$ cat src/rtl/bp_pht_update_ctrl.sv
// PHT write-port sequencer: post-reset sweep to weakly-not-taken, then a queued
// read-modify-write of one 2-bit counter per resolved branch. Also owns the gshare GHR.
module bp_pht_update_ctrl #(
    parameter int IDX_W      = 11,
    parameter int SLOT_W     = 3,
    parameter int GHR_W      = 3,
    parameter int FIFO_DEPTH = 4
) (
    input  logic                      clk,
    input  logic                      rst,
    input  logic                      upd_valid,
    output logic                      upd_ready,
    input  logic [31:0]               upd_pc,
    input  logic                      upd_taken,
    output logic [GHR_W-1:0]          ghr,
    output logic                      init_done,
    output logic                      busy,
    output logic                      sram_web,
    output logic [IDX_W-SLOT_W-1:0]   sram_addr,
    output logic [(1<<SLOT_W)-1:0]    sram_wmask,
    output logic [(2<<SLOT_W)-1:0]    sram_din,
    input  logic [(2<<SLOT_W)-1:0]    sram_dout
);
    localparam int WA_W  = IDX_W - SLOT_W;
    localparam int SLOTS = 1 << SLOT_W;
    localparam int PTR_W = $clog2(FIFO_DEPTH);

    typedef enum logic [1:0] {INIT, IDLE, WRITE} state_t;
    typedef struct packed {
        logic [IDX_W-1:0] idx;
        logic             taken;
    } upd_t;

    state_t             state, state_nxt;
    logic [WA_W-1:0]    sweep_cnt;
    logic [GHR_W-1:0]   ghr_q;
    upd_t               fifo [FIFO_DEPTH];
    logic [PTR_W:0]     wr_ptr, rd_ptr;
    logic [WA_W-1:0]    rmw_addr;
    logic [SLOT_W-1:0]  rmw_slot;
    logic               rmw_taken;
    logic               empty, full, push, pop;
    upd_t               head;
    logic [IDX_W-1:0]   idx_in;
    logic [1:0]         cur_ctr, nxt_ctr;
    logic               unused_pc;

    assign unused_pc = ^{upd_pc[31:IDX_W+2], upd_pc[1:0]};

    assign empty  = (wr_ptr == rd_ptr);
    assign full   = ((wr_ptr - rd_ptr) == (PTR_W+1)'(FIFO_DEPTH));
    assign push   = upd_valid && !full;
    assign pop    = (state == WRITE);
    assign head   = fifo[rd_ptr[PTR_W-1:0]];
    // Index hashes with the history as it stood before this branch is shifted in.
    assign idx_in = upd_pc[IDX_W+1:2] ^ IDX_W'(ghr_q);

    assign upd_ready = !full;
    assign ghr       = rst ? '0 : ghr_q;
    assign init_done = !rst && (state != INIT);
    assign busy      = rst || (state != IDLE) || !empty;

    always_ff @(posedge clk) begin
        if (rst) begin
            state     <= INIT;
            sweep_cnt <= '0;
            wr_ptr    <= '0;
            rd_ptr    <= '0;
            ghr_q     <= '0;
        end else begin
            state <= state_nxt;
            if (state == INIT && sweep_cnt != '1)
                sweep_cnt <= sweep_cnt + WA_W'(1);
            if (push) begin
                wr_ptr <= wr_ptr + (PTR_W+1)'(1);
                ghr_q  <= GHR_W'({ghr_q, upd_taken});
            end
            if (pop)
                rd_ptr <= rd_ptr + (PTR_W+1)'(1);
        end
    end

    always_ff @(posedge clk) begin
        if (push)
            fifo[wr_ptr[PTR_W-1:0]] <= {idx_in, upd_taken};
        if (state == IDLE && !empty) begin
            rmw_addr  <= head.idx[IDX_W-1:SLOT_W];
            rmw_slot  <= head.idx[SLOT_W-1:0];
            rmw_taken <= head.taken;
        end
    end

    always_comb begin
        state_nxt  = state;
        sram_web   = 1'b1;
        sram_addr  = '0;
        sram_wmask = '0;
        sram_din   = '0;
        cur_ctr    = sram_dout[{rmw_slot, 1'b0} +: 2];
        if (rmw_taken)
            nxt_ctr = (cur_ctr == 2'b11) ? cur_ctr : cur_ctr + 2'b01;
        else
            nxt_ctr = (cur_ctr == 2'b00) ? cur_ctr : cur_ctr - 2'b01;
        case (state)
            INIT: begin
                sram_web   = 1'b0;
                sram_wmask = '1;
                sram_din   = {SLOTS{2'b01}};
                sram_addr  = sweep_cnt;
                if (sweep_cnt == '1)
                    state_nxt = IDLE;
            end
            IDLE: begin
                if (!empty) begin
                    sram_addr = head.idx[IDX_W-1:SLOT_W];
                    state_nxt = WRITE;
                end
            end
            WRITE: begin
                sram_web   = 1'b0;
                sram_addr  = rmw_addr;
                sram_wmask = SLOTS'(1) << rmw_slot;
                sram_din   = sram_dout;
                sram_din[{rmw_slot, 1'b0} +: 2] = nxt_ctr;
                state_nxt  = IDLE;
            end
            default: state_nxt = INIT;
        endcase
        // Reset masks everything, including a write already in progress.
        if (rst) begin
            sram_web   = 1'b1;
            sram_addr  = '0;
            sram_wmask = '0;
            sram_din   = '0;
        end
    end
endmodule
$ cat config.mk
export PLATFORM = sky130hd
export DESIGN_NAME = bp_pht_update_ctrl
export DESIGN_NICKNAME = d
export VERILOG_FILES = /design/src/rtl/bp_pht_update_ctrl.sv
export SDC_FILE = /design/constraint.sdc
export NUM_CORES = 1
export LEC_CHECK = 0
export BUFFER_PORTS_ARGS = -buffer_cell sky130_fd_sc_hd__buf_2
export CAP_MARGIN = 0
export CORE_MARGIN = 5
export CORE_UTILIZATION = 45
export DETAILED_ROUTE_END_ITERATION = 12
export PLACE_DENSITY = 0.71
export SLEW_MARGIN = 20
export SYNTH_ARGS = -nofsm -noshare
export SYNTH_HDL_FRONTEND = slang
export SYNTH_SLANG_ARGS = --single-unit
$ cat constraint.sdc
create_clock -name clk -period 4.2 [get_ports clk]
set_input_delay 0.84 -clock clk [delete_from_list [all_inputs] [get_ports clk]]
set_output_delay 0.84 -clock clk [all_outputs]
set_load 0.005 [all_outputs]
==> qor.yml, run 1 <==
cells_and_area:
  layout_common_cells: "buf_2 (69), edfxtp_1 (60), nor2_1 (45)"
  diodes: 0
  layout-drive-gt1-share: 0.269
  area_growth_pct: 15.7
  final_common_cell: "buf_2"
  post-route-util: 0.531
  nets: 448
detailed_routing:
  met2_length_mm: 4.19
  top_layer_used: "met4"
  vias: 2735
  drtIter0Drc: 205
  drt_wl_total_mm: 8.67
  firstDrtPassIters: 4
  drc_errors: 0
  wl_met1_mm: 3.88
  via_per_inst: 5.53
  routedWlPerCell_um: 17.5
  postRouteAntennaNets: 0
  met3_length_um: 493
power_and_ir_drop:
  p_sw_frac: 0.238
  peakVddDrop_v: 0.000271
  power.share.clock: 0.331
  p_switching_mw: 0.424
  powerDensity_mw_per_mm2: 388
  power.internal_mw: 1.35
  combPwrFrac: 0.140
  leakagePower_nw: 1.80
  p_seq_frac: 0.529
setup_path:
  end_kind: "output pin"
  worstPathMaxFanout: 12
  r2r_slack_ns: 2.05
  critical_path_arrival_ns: 3.02
  cp_top_family: "simple AND/OR/NAND/NOR gates"
  max_stage_delay_ns: 0.65
  r2r_cells: 5
  path_class: "register to output pin"
  crit_top_cell: "ha_1"
  worst-path-buf-inv: 2
  required_ns: 3.36
  crit_chain: "inv_1 -> ha_1 -> ha_1 -> nor4_1 -> nor3b_1 -> a311oi_1 -> buf_2"
  r2r_start: "wr_ptr[0]"
  crit_slowest_cell: "edfxtp_1"
  rr_endpoint: "rmw_addr[3]"
  start_kind: "register"
placement:
  place.port_buffers: 69
  place_congestion: 0.865
  hpwl_mm: 6.34
yosys:
  synthCells: 317
  postSynthAreaPerCell_um2: 12.5
  ys_seq_area_frac: 0.561
  ys.warnings.count: 0
  synth_edf_count: 60
  ys_ff_latch: 81
  async_flop_share: 0
  synth_cell_types: 45
  synth_area_mm2: 0.00396
  syn_nets: 383
  synthFlopType: "edfxtp_1"
global_route:
  grt_pass1_wl_mm: 14.3
  grt_max_degree: 35
  antenna_found_initial: 0
  gr-total-overflow: 0
  gr-usage-all-layers: 0.163
  grt_pass1_vias: 2794
floorplanning:
  io_pins: 91
  start_util: 0.459
  coreArea_mm2: 0.00864
  die_width_um: 104
  rows: 34
  dieArea_mm2: 0.0108
  die_height_um: 104
clock_network:
  clock_path_buffers: 2
  cts_tree: "yes"
  cts_inserted_buffers: 9
  cts_hold_buffers: 0
  htreeDepth: 3
  cts_resized: 0
  cts-root-buf: "clkbuf_8"
  postCtsSetupRepairBufs: 0
  clk_pin_slew_ns: 0.08
  cts_sinks: 81
  clk_latency_ns: 0.34
sta:
  drv_slew: 0
  rsz0062_at_grt: "no"
  tns_ns: 0
  clock_skew_ns: 0.00766
  timing.fmax_ghz: 0.259
  slew_headroom: 0.351
  fin_crit_sh: 0.919
  period_needed_ns: 3.86
  finalSetupViolations: 0
  tightest_slew_ns: 0.971
  holdWs_ns: 0.505
  hold_viol: 0
run_status:
  status: "finished clean"
min_path:
  min_to: "ghr_q[2]"
  hold_class: "register to register"
  hp-start: "ghr_q[2]"
  holdPathStages: 2
job:
  maxCapViolCount: 0
[worst reg2reg max path, stage by stage, from the launching register on]
cell     delay (ns)
dfxtp_1        0.36
inv_1          0.11
ha_1           0.30
nand2_1        0.15
nor2_1         0.09
nor2_1         0.76
[Yosys cell counts, types with 3 or more instances]
master	count	share of area
xnor2_1	4	0.0088
and3_1	6	0.0095
nor3_1	4	0.0051
nor2_1	45	0.043
a31oi_1	6	0.0095
a2bb2oi_1	8	0.018
nand3b_1	3	0.0057
xor2_1	12	0.027
nand4_1	3	0.0047
nand3_1	5	0.0063
clkbuf_1	12	0.011
mux2i_1	5	0.013
ha_1	14	0.044
dfxtp_1	21	0.11
a21oi_1	9	0.011
mux4_1	4	0.027
inv_1	12	0.011
edfxtp_1	60	0.45
mux4_2	12	0.068
a211oi_1	3	0.0057
nand2_1	24	0.023
a22oi_1	13	0.025
[flip-flops by register name, summed over array words and instances, names as in the netlist, named ones only]
| register | flops |
|---|---|
| fifo | 48 |
| ghr_q | 3 |
| rd_ptr | 3 |
| rmw_addr | 8 |
| rmw_slot | 3 |
| rmw_taken | 1 |
| state | 2 |
| sweep_cnt | 8 |
| wr_ptr | 3 |
[area by class of cell]
class	instances	area [µm²]
Sequential cell	81	2220
Tap cell	108	135
Inverter	14	66.3
Fill cell	751	4050
Clock inverter	4	68.8
Timing Repair Buffer	70	353
Clock buffer	12	135
Multi-Input combinational cell	206	1610
[worst max path at each step]
stage / from / cells past startpoint / endpoint / slack (ns)
floorplan: sram_dout[2] / 5 / sram_din[11] / 1.16
global placement: sram_dout[2] / 7 / sram_din[11] / 0.75
detailed placement: sram_dout[2] / 7 / sram_din[11] / 0.73
global route: rmw_slot[0] / 7 / sram_din[0] / 0.23
CTS: rmw_slot[0] / 7 / sram_din[0] / 0.41
finish: rmw_slot[0] / 7 / sram_din[0] / 0.34
[power by group through the flow]
stage	Sequential, mW	Combinational [mW]	Clock (mW)
6_report	0.939	0.249	0.588
5_1_grt	0.944	0.278	0.635
4_1_cts	0.940	0.252	0.602
3_5_place_dp	0.958	0.251	0
3_3_place_gp	0.955	0.243	0
2_1_floorplan	0.947	0.164	0
[cells by family after synthesis]
| logic type | share of synthesized area |
|---|---|
| flops | 0.561 |
| mux | 0.113 |
| fa+ha+maj | 0.0499 |
| buf+inv | 0.0341 |
| simple gates | 0.119 |
| xor+xnor | 0.0354 |
| compound gates | 0.0875 |
[layer usage]
layer / vias to the layer above / GRT usage
li1: 1308 / -
met1: 1328 / 0.210
met2: 90 / 0.267
met3: 9 / 0.0361
met4: 0 / 0.0620
met5: - / 0
[stage by stage]
step	worst slack (ns)	std cells	total power, mW	instance area (µm²)
floorplan	1.16	317	1.11	3960
global placement	0.748	479	1.20	4380
detailed placement	0.727	479	1.21	4380
CTS	0.412	495	1.79	4590
global route	0.231	495	1.86	4590
finish	0.339	495	1.78	4590
Power figures use the tool's default switching activity.
==> inputs of run 2 (changes only) <==
--- a/config.mk
+++ b/config.mk
@@ -5,12 +5,13 @@
 export SDC_FILE = /design/constraint.sdc
 export NUM_CORES = 1
 export LEC_CHECK = 0
-export BUFFER_PORTS_ARGS = -buffer_cell sky130_fd_sc_hd__buf_2
 export CAP_MARGIN = 0
 export CORE_MARGIN = 5
 export CORE_UTILIZATION = 45
 export DETAILED_ROUTE_END_ITERATION = 12
-export PLACE_DENSITY = 0.71
+export DONT_BUFFER_PORTS = 1
+export PLACE_DENSITY = 0.63
+export SKIP_LAST_GASP = 1
 export SLEW_MARGIN = 20
 export SYNTH_ARGS = -nofsm -noshare
 export SYNTH_HDL_FRONTEND = slang
==> constraint.sdc (replaced) <==
create_clock -name clk -period 4.2 [get_ports clk]
set_input_delay 0.84 -clock clk [delete_from_list [all_inputs] [get_ports clk]]
set_output_delay 0.84 -clock clk [all_outputs]
set_load 0.1 [all_outputs]
==> qor.yml, run 2 (synthesis gave the netlist of run 1 again) <==
run_status:
  status: "finished clean"
floorplanning:
  io_pins: 91
  die_height_um: 104
  rows: 34
  start_util: 0.459
  die_width_um: 104
  coreArea_mm2: 0.00864
  dieArea_mm2: 0.0108
sta:
  setup_slack_ns: 0.284
  clock_skew_ns: 0.0107
  period_needed_ns: 3.92
  tns_ns: 0
  timing.fmax_ghz: 0.255
  drv_slew: 0
  holdWs_ns: 0.529
  fin_crit_sh: 0.932
  slew_headroom: 0.285
  tightest_slew_ns: 1.07
  rsz0062_at_grt: "no"
  finalSetupViolations: 0
  hold_viol: 0
cells_and_area:
  final_common_cell: "edfxtp_1"
  nets: 410
  layout_common_cells: "edfxtp_1 (60), nor2_1 (25), nand2_1 (24), buf_4 (24), dfxtp_1 (21)"
  n_fill_cell: 726
  multiInputGateArea_mm2: 0.00179
  diodes: 0
  layout-drive-gt1-share: 0.295
  regArea_mm2: 0.00222
  area_growth_pct: 19.3
  final_cells: 457
  largest_reg_flops: 48
global_route:
  gr-usage-all-layers: 0.155
  antenna_found_initial: 0
  grt_max_degree: 35
  grt_pass1_wl_mm: 13.4
  grt_pass1_vias: 2587
  gr-total-overflow: 0
detailed_routing:
  via_per_inst: 5.63
  drtIter0Drc: 64
  postRouteAntennaNets: 0
  vias: 2573
  met3_length_um: 752
  met2_length_mm: 3.98
  routedWlPerCell_um: 18.5
  drc_errors: 0
  drt_wl_total_mm: 8.44
  wl_met1_mm: 3.63
  firstDrtPassIters: 4
  top_layer_used: "met4"
clock_network:
  cts_sinks: 81
  cts-root-buf: "clkbuf_8"
  postCtsSetupRepairBufs: 0
  htreeDepth: 3
  clk_latency_ns: 0.35
  clk_pin_slew_ns: 0.09
  cts_inserted_buffers: 9
  cts_resized: 0
  cts_hold_buffers: 0
  clock_path_buffers: 2
  cts_tree: "yes"
power_and_ir_drop:
  powerDensity_mw_per_mm2: 404
  peakVddDrop_v: 0.000235
  leakagePower_nw: 1.67
placement:
  place.port_buffers: 0
  hpwl_mm: 6.09
  dp_slack_ns: 0.625
  place_congestion: 0.874
  dp_cells: 441
job:
  maxCapViolCount: 0
setup_path:
  worstPathMaxFanout: 12
  end_kind: "output pin"
  critical_path_arrival_ns: 3.08
  start_kind: "register"
  path_class: "register to output pin"
  required_ns: 3.36
min_path:
  hold_class: "register to register"
-- run 2: report_power, final --
group / leakage [nW] / internal, mW / switching [mW]
logic: 0.870 / 0.119 / 0.353
clock network: 0.0835 / 0.220 / 0.275
registers: 0.720 / 0.913 / 0.0290
-- run 2: stage by stage --
| step | util | power (mW) | instance area [µm²] |
|---|---|---|---|
| 5_1_grt | 0.547 | 1.99 | 4730 |
| 6_report | 0.547 | 1.91 | 4730 |
| 3_3_place_gp | 0.527 | 1.43 | 4550 |
| 3_5_place_dp | 0.527 | 1.44 | 4550 |
| 4_1_cts | 0.547 | 1.93 | 4720 |
| 2_1_floorplan | - | 1.34 | 4070 |
-- run 2: final timing paths --
| check | startpoint | to | slack [ns] | depth (start not counted) |
|---|---|---|---|---|
| min reg2reg | ghr_q[1] | ghr_q[1] | 0.53 | 2 |
| min | ghr_q[1] | ghr_q[1] | 0.53 | 2 |
| max reg2reg | wr_ptr[0] | fifo[0][11] | 1.60 | 6 |
| max | rmw_slot[0] | sram_din[0] | 0.28 | 8 |
-- run 2: worst max-delay path, cell delays in order, from the launching register on --
cell and delay, ns:
edfxtp_1 0.61, inv_1 0.19, ha_1 0.26, ha_1 0.39, nor4_1 0.41, buf_4 0.22
nor3b_1 0.07, a311oi_4 0.25, buf_4 0.33
-- run 2: final cells by class --
class                           count  share of cell area
Tap cell                          108              0.0286
Clock inverter                      5             0.00847
Clock buffer                       11              0.0278
Multi-Input combinational cell    206               0.379
Timing Repair Buffer               32              0.0720
Sequential cell                    81               0.470
Inverter                           14              0.0140
-- run 2: routing by layer --
metal,global-route usage,up-vias
met2,0.249,77
met3,0.0765,8
met5,0,-
li1,-,1235
met4,0.0435,0
met1,0.186,1253
==> inputs of run 3 (changes only) <==
--- a/config.mk
+++ b/config.mk
@@ -10,7 +10,6 @@
 export CORE_UTILIZATION = 45
 export DETAILED_ROUTE_END_ITERATION = 12
 export DONT_BUFFER_PORTS = 1
-export PLACE_DENSITY = 0.63
 export SKIP_LAST_GASP = 1
 export SLEW_MARGIN = 20
 export SYNTH_ARGS = -nofsm -noshare
==> constraint.sdc (replaced) <==
create_clock -name clk -period 4.95 [get_ports clk]
set_input_delay 0.99 -clock clk [delete_from_list [all_inputs] [get_ports clk]]
set_output_delay 0.99 -clock clk [all_outputs]
set_load 0.1 [all_outputs]
==> qor.yml, run 3 (synthesis gave the netlist of run 1 again) <==
run_status:
  status: "finished clean"
detailed_routing:
  via_per_inst: 5.60
  wl_met1_mm: 3.93
  met2_length_mm: 3.87
  met3_length_um: 555
  routedWlPerCell_um: 18.3
  drtIter0Drc: 121
  postRouteAntennaNets: 0
  vias: 2578
  firstDrtPassIters: 4
  top_layer_used: "met4"
  drc_errors: 0
  drt_wl_total_mm: 8.42
clock_network:
  clock_path_buffers: 2
  cts-root-buf: "clkbuf_8"
  htreeDepth: 3
  cts_inserted_buffers: 9
  cts_tree: "yes"
  cts_sinks: 81
  clk_latency_ns: 0.33
  cts_hold_buffers: 0
  postCtsSetupRepairBufs: 0
  clk_pin_slew_ns: 0.07
  cts_resized: 0
setup_path:
  crit_chain: "inv_1 -> ha_1 -> ha_1 -> nand3b_1 -> nor4_1 -> nand2_1 -> a31oi_2 -> buf_4"
  max_stage_delay_ns: 0.64
  end_kind: "output pin"
  worst-path-buf-inv: 2
  crit_top_cell: "ha_1"
  critical_path_arrival_ns: 3.15
  path_class: "register to output pin"
  start_kind: "register"
  required_ns: 3.96
  crit_slowest_cell: "edfxtp_1"
  worstPathMaxFanout: 12
  cp_top_family: "simple AND/OR/NAND/NOR gates"
sta:
  fin_crit_sh: 0.836
  holdWs_ns: 0.521
  clock_skew_ns: 0.0144
  drv_slew: 0
  rsz0062_at_grt: "no"
  hold_viol: 0
  slew_headroom: 0.273
  finalSetupViolations: 0
  period_needed_ns: 4.14
  tightest_slew_ns: 1.09
  timing.fmax_ghz: 0.242
  setup_slack_ns: 0.810
floorplanning:
  coreArea_mm2: 0.00864
  start_util: 0.459
  die_width_um: 104
  rows: 34
  io_pins: 91
  die_height_um: 104
  dieArea_mm2: 0.0108
global_route:
  gr-usage-all-layers: 0.154
  antenna_found_initial: 0
  grt_pass1_vias: 2551
  grt_pass1_wl_mm: 13.5
  gr-total-overflow: 0
  grt_max_degree: 35
min_path:
  hold_class: "register to register"
cells_and_area:
  nets: 413
  layout_common_cells: "edfxtp_1 (60), buf_4 (35), nor2_1 (25)"
  final_common_cell: "edfxtp_1"
  largest_reg_flops: 48
  diodes: 0
  area_growth_pct: 17.9
  post-route-util: 0.541
  n_fill_cell: 742
  layout-drive-gt1-share: 0.307
power_and_ir_drop:
  power.internal_mw: 1.18
  p_switching_mw: 0.555
  leakagePower_nw: 1.69
  peakVddDrop_v: 0.000269
  p_seq_frac: 0.460
  combPwrFrac: 0.231
  powerDensity_mw_per_mm2: 371
  power.share.clock: 0.308
  p_sw_frac: 0.320
placement:
  dp_slack_ns: 1.22
  place.port_buffers: 0
  hpwl_mm: 6.10
  place_congestion: 0.855
job:
  maxCapViolCount: 0
-- run 3: cell count changes in the layout (fill, tap and decap cells not counted) --
cell        previous run  this run
buf_4                 24        35
buf_12                 8         0
a21oi_2                4         8
a21oi_4                4         0
bufinv_16              0         2
clkbuf_1               2         1
clkbuf_8               9        10
clkinv_1               1         0
clkinv_4               1         2
clkinvlp_4             1         0
inv_8                  1         0
or2_2                  1         2
or2_4                  1         0
-- run 3: metrics by stage --
step | total power, mW | cell area (µm²) | TNS, ns | instances
CTS | 1.75 | 4670 | 0 | 460
global route | 1.80 | 4670 | 0 | 460
global placement | 1.21 | 4440 | 0 | 444
floorplan | 1.13 | 3960 | -0.946 | 317
finish | 1.73 | 4670 | 0 | 460
detailed placement | 1.22 | 4440 | 0 | 444
-- run 3: worst paths after layout --
check,start,to,slack (ns),cells after the start
hold reg to reg,ghr_q[1],ghr_q[1],0.52,2
setup reg to reg,wr_ptr[0],fifo[2][10],2.33,6
hold / removal,ghr_q[1],ghr_q[1],0.52,2
setup / recovery,rmw_slot[0],sram_din[14],0.81,8
-- run 3: area by class of cell --
class	instances	area, µm²	share of cell area
timing repair buffer	35	263	0.0562
inverter	14	66.3	0.0142
clock buffer	11	141	0.0303
sequential	81	2220	0.476
clock inverter	5	86.3	0.0185
multi-input combinational	206	1760	0.376
tap	108	135	0.0289
-- run 3: routing by layer --
| layer | global-route usage | vias up |
|---|---|---|
| li1 | - | 1250 |
| met1 | 0.212 | 1249 |
| met2 | 0.240 | 75 |
| met3 | 0.0404 | 4 |
| met4 | 0.0426 | 0 |
| met5 | 0 | - |
-- run 3: worst min-delay path: cells and delay by family (launching register included) --
| family | cells | cell delay, ns |
|---|---|---|
| compound gates | 1 | 0.07 |
| buf+inv | 1 | 0.08 |
| flops | 1 | 0.33 |
-- run 3: power by group through the flow --
stage               Combinational, mW  Sequential, mW  Clock (mW)
floorplan                       0.324           0.804           0
global placement                0.400           0.812           0
detailed placement              0.403           0.814           0
CTS                             0.404           0.799       0.546
global route                    0.424           0.803       0.574
finish                          0.401           0.798       0.534
